$ cat src/rtl/event_detector_pkg.sv
// Shared constants for the event detector: edge-select encodings and the
// default synchronizer depth.
package event_detector_pkg;

    localparam logic [1:0] EDGE_RISE = 2'd0;
    localparam logic [1:0] EDGE_FALL = 2'd1;
    localparam logic [1:0] EDGE_BOTH = 2'd2;

    localparam int DEFAULT_SYNC_STAGES = 2;

    // Encoding 3 is reserved and treated as both edges.
    function automatic logic sel_rise(input logic [1:0] edge_sel);
        return edge_sel != EDGE_FALL;
    endfunction

    function automatic logic sel_fall(input logic [1:0] edge_sel);
        return edge_sel != EDGE_RISE;
    endfunction

endpackage

$ cat src/rtl/bit_synchronizer.sv
// Multi-flop single-bit synchronizer with asynchronous active-high reset to 0.
module bit_synchronizer #(
    parameter int SYNC_STAGES = 2
) (
    input  logic clk,
    input  logic reset,
    input  logic d,
    output logic q
);

    if (SYNC_STAGES < 2) begin : g_bad_stages
        $error("bit_synchronizer: SYNC_STAGES must be at least 2");
    end

    logic [SYNC_STAGES-1:0] chain;

    always_ff @(posedge clk or posedge reset) begin
        if (reset) begin
            chain <= '0;
        end else begin
            chain <= {chain[SYNC_STAGES-2:0], d};
        end
    end

    assign q = chain[SYNC_STAGES-1];

endmodule

$ cat src/rtl/event_detector_sync.sv
// Synchronizes an asynchronous bit into clk and turns its transitions into
// registered one-cycle rise/fall/event pulses.
module event_detector_sync
    import event_detector_pkg::*;
#(
    parameter int         SYNC_STAGES = DEFAULT_SYNC_STAGES,
    parameter logic [1:0] EDGE_SEL    = EDGE_BOTH
) (
    input  logic clk,
    input  logic reset,
    input  logic i_Data,
    output logic o_Event,
    output logic o_Rise,
    output logic o_Fall,
    output logic o_Level
);

    if (SYNC_STAGES < 2 || SYNC_STAGES > 4) begin : g_bad_stages
        $error("event_detector_sync: SYNC_STAGES must be in 2..4");
    end

    localparam logic SEL_R = sel_rise(EDGE_SEL);
    localparam logic SEL_F = sel_fall(EDGE_SEL);

    logic level_p0;
    logic prev_p1;
    logic rise;
    logic fall;
    logic evt;

    bit_synchronizer #(
        .SYNC_STAGES(SYNC_STAGES)
    ) u_sync (
        .clk   (clk),
        .reset (reset),
        .d     (i_Data),
        .q     (level_p0)
    );

    always_comb begin
        rise = level_p0 & ~prev_p1;
        fall = ~level_p0 & prev_p1;
        evt  = (rise & SEL_R) | (fall & SEL_F);
    end

    // History starts at 0 so an input already high at release reports one rise.
    always_ff @(posedge clk or posedge reset) begin
        if (reset) begin
            prev_p1 <= 1'b0;
            o_Rise  <= 1'b0;
            o_Fall  <= 1'b0;
            o_Event <= 1'b0;
        end else begin
            prev_p1 <= level_p0;
            o_Rise  <= rise;
            o_Fall  <= fall;
            o_Event <= evt;
        end
    end

    assign o_Level = level_p0;

endmodule

$ cat config.mk
export PLATFORM = sky130hd
export DESIGN_NAME = event_detector_sync
export DESIGN_NICKNAME = d
export VERILOG_FILES = /design/src/rtl/event_detector_pkg.sv /design/src/rtl/bit_synchronizer.sv /design/src/rtl/event_detector_sync.sv
export SDC_FILE = /design/constraint.sdc
export NUM_CORES = 1
export LEC_CHECK = 0
export ABC_AREA = 1
export CORE_AREA = 5 5 42 44
export CTS_CLUSTER_DIAMETER = 150
export DETAILED_ROUTE_END_ITERATION = 10
export DIE_AREA = 0 0 47 49
export DONT_BUFFER_PORTS = 1
export SLEW_MARGIN = 30
export SYNTH_ARGS = -nofsm -noshare
export SYNTH_HDL_FRONTEND = slang
export SYNTH_SLANG_ARGS = --single-unit
export TNS_END_PERCENT = 5
$ cat constraint.sdc
create_clock -name clk -period 1.8 [get_ports clk]
set_input_delay 0.18 -clock clk [delete_from_list [all_inputs] [get_ports clk]]
set_output_delay 0.18 -clock clk [all_outputs]
set_load 0.05 [all_outputs]
After elaboration in Yosys (flattened, before gate mapping)
Cells that the tools add are included.
{"block": "totals", "reg_bits": 6, "out_inout_bits": 4, "word_cells": 10}
{"block": "classes", "n_bitwise": 5}
{"op": "1-bit AND", "n": 2}
{"op": "1-bit inverter", "n": 2}
{"op": "1-bit bitwise OR", "n": 1}

Depth between registers and ports, before layout
{"block": "logic_depth", "ltp_word": 3, "depth_mapped": 3, "ltp_nobuf": 3}

Cells and area by module
Synthesis repeated with hierarchy kept, for this count alone.
{"block": "hier_totals", "cells_unflattened": 13, "hier_area_um2": 193.9}
{"module": "event_detector_sync", "instances": 1, "cells_per_inst": 10, "area_per_inst_um2": 140.1, "seq_area_each_um2": 100.1}
{"module": "bit_synchronizer", "instances": 1, "cells_per_inst": 3, "area_per_inst_um2": 53.8, "seq_area_each_um2": 50.0}

Worst setup path after synthesis
Ideal clock, no wire load.
{"block": "synth_timing", "path_type": "reg2reg", "startpoint": "register u_sync.chain[1]", "endpoint": "register o_Event", "setup_ps": 113, "arrival_ps": 1030, "slack_ps": 657, "stages_incl_launch_ff": 4, "path_buffers": 0, "period_less_slack_ps": 1143, "path_cell_list": "dfrtp_1 > inv_1 > ha_1 > inv_1"}
{"block": "synth_via", "elab_chain_len": 3}
{"item": "start: declaration", "line": "bit_synchronizer.sv:15", "text": "logic [SYNC_STAGES-1:0] chain;"}
{"item": "start signal: assignment", "line": "bit_synchronizer.sv:21", "text": "chain <= {chain[SYNC_STAGES-2:0], d};"}
{"item": "1-bit inverter", "line": "event_detector_sync.sv:42", "text": "fall = ~level_p0 & prev_p1;"}
{"item": "1-bit AND", "line": "event_detector_sync.sv:42"}
{"item": "1-bit bitwise OR *", "line": "event_detector_sync.sv:43", "text": "evt = (rise & SEL_R) | (fall & SEL_F);"}
{"item": "via evt", "line": "event_detector_sync.sv:29", "text": "logic evt;"}
{"item": "end signal: assignment", "line": "event_detector_sync.sv:57", "text": "o_Event <= evt;"}
{"item": "end: declaration", "line": "event_detector_sync.sv:12", "text": "output logic o_Event,"}
Mark *: on every way through the listed nets, which the timed path passes. The rest lies on a longest branch.

Final worst setup path
Same ends and word-level chain as after synthesis.

==> impl_metrics.ini <==
[status]
status = completed

[sta]
finalWorstSetupSlack_ps = 601
min_period_ps = 1200
whs_ps = 291
tns_ps = 0
finClkSkew_ps = 6.90
finalCritPeriodShare_pct = 66.6
rsz0062_at_grt = false
tightestPinTransition_ps = 535
hold_viol_final = 0
slew_headroom_pct = 64.3
setup_viol = 0
max_freq_ghz = 0.834
slew_viol_final = 0

[grt]
grt_usage_pct = 4.31
antenna_found_initial = 0
grt-ovfl-total = 0
grt_pass1_wl_um = 558
grt_max_degree = 7
grt_pass1_vias = 138

[critical_path]
crit_path_cell_trace = inv_1 > ha_1 > inv_1
crit_type = reg2reg
r2r_setup_slack_ps = 600
reg2reg_to = o_Event
max_stage_delay_ps = 670
crit_fanout = 4
rr_worst_depth = 3
startpoint_type = register
timing.critical_path.buf_inv = 2
arrival_ps = 1340
crit_required_ps = 1940
crit_family = flip-flops
rr_startpoint = u_sync.chain[1]
crit_slowest_cell = dfrtp_1
cpMostUsedCell = inv_1
end_kind = register

[clock_tree]
cts_sinks = 6
clk_pin_slew_ps = 50
cts.htree.levels = 1
cts_made_buffers = 3
clock_path_buffers = 2
cts_setup_buffers = 0
ctsRootBufferMaster = clkbuf_4
cts_tree = built
clk-insertion-delay-late_ps = 240

[placement]
place_inst = 28
pre_cts_ws_ps = 595
place.gp.congestion = 0.637
numPortBuffers = 0

[power]
power_leakage_nw = 0.131
switching_power_mw = 0.0752
netSwitchingFraction_pct = 25.2
power_frac_clock_pct = 40.2
comb_power_share_pct = 3.6
power.share.sequential_pct = 56.3
peakVddDrop_uv = 165
powerDensity_nw_per_um2 = 1180
intPower_mw = 0.223

[final_layout]
layout.cells.non_filler = 33
layout-drive-gt1-share_pct = 17.6
antennaDiodeCount = 0
nFillCells = 167
area_delta_synth_final_pct = 32.9
final_common_cell = dfrtp_1
mostFrequentLayoutCells = 6 x dfrtp_1, 4 x inv_1, 3 x clkbuf_4
layout.nets = 24

[route]
drc = 0
drtPass1Iterations = 1
drt-initial-drc-count = 0
ant_nets = 0
postRouteWirelength_um = 330
wire_per_inst_um = 10.0
vias_per_cell = 2.94
vias = 97

[yosys]
syn_area_um2 = 190
yosysSeqAreaShare_pct = 78.9
ys_ff_latch = 6
synth_fp_nets = 17
ys_types = 3
avgSynthCellArea_um2 = 15.8
synthCells = 12
ys_warn_count = 0

[die]
ios = 7
initial_utilization_pct = 13.6
core-area_um2 = 1400
rows = 14
die_w_um = 47
die_area_um2 = 2300
die_y_um = 49

[run]
drv_cap = 0

[min_path]
hold_class = in2async
## stage by stage
step	util [%]	power [mW]	instance area (um2)
6_report	18.0	0.298	253
5_1_grt	18.0	0.315	253
4_1_cts	18.0	0.309	253
3_5_place_dp	15.0	0.179	210
3_3_place_gp	15.0	0.176	210
2_1_floorplan	-	0.174	190
## layout make-up
type                            instances  area (um2)  share of cell area [%]
Timing Repair Buffer                    2        20.0                    7.92
Tap cell                               16        20.0                    7.92
Multi-Input combinational cell          2        25.0                    9.90
Inverter                                4        15.0                    5.94
Sequential cell                         6         150                    59.4
Clock buffer                            3        22.5                    8.91
## cell usage after synthesis, drive strengths merged
| cell type | count | share of area (%) |
|---|---|---|
| ha | 2 | 13 |
| inv | 4 | 7.9 |
| dfrtp | 6 | 79 |
## worst max path at each step
| stage | startpoint | end | slack [ps] | cells past startpoint |
|---|---|---|---|---|
| 4_1_cts | u_sync.chain[1] | o_Event | 590 | 3 |
| 3_3_place_gp | u_sync.chain[1] | o_Event | 630 | 3 |
| 3_5_place_dp | u_sync.chain[1] | o_Event | 600 | 3 |
| 5_1_grt | u_sync.chain[1] | o_Event | 530 | 3 |
| 6_report | u_sync.chain[1] | o_Event | 600 | 3 |
| 2_1_floorplan | u_sync.chain[1] | o_Event | 660 | 3 |
## power by group through the flow
stage / Sequential [mW] / Clock (mW) / Combinational, mW
after floorplan: 0.169 / 0 / 0.00534
after global placement: 0.170 / 0 / 0.00605
after detailed placement: 0.171 / 0 / 0.00800
after CTS: 0.168 / 0.129 / 0.0114
after global routing: 0.169 / 0.132 / 0.0129
final: 0.168 / 0.120 / 0.0106
## metal layers
| layer | routed length [um] | track usage [%] |
|---|---|---|
| met1 | 103 | 3.10 |
| met2 | 172 | 4.98 |
| met3 | 54 | 4.80 |
| met4 | 0 | 5.53 |
| met5 | 0 | 0 |
## registers in the layout (all words and copies together), names as in the netlist
| signal | cells |
|---|---|
| u_sync.chain | 2 |
| o_Event | 1 |
| o_Fall | 1 |
| o_Rise | 1 |
| prev_p1 | 1 |
## timing repair
item | in CTS | in global routing
gates resized for setup | 0 | 0
endpoints found under the hold margin | 7 | 0
setup endpoints to repair | 0 | 0
hold buffers | 2 | 0
## cells by family after synthesis
group / count (synthesis) / synth area share, %
adders and majority gates: 2 / 13.2
buffers and inverters: 4 / 7.89
DFF: 6 / 78.9
No activity file was read; power rests on OpenSTA's default activity.
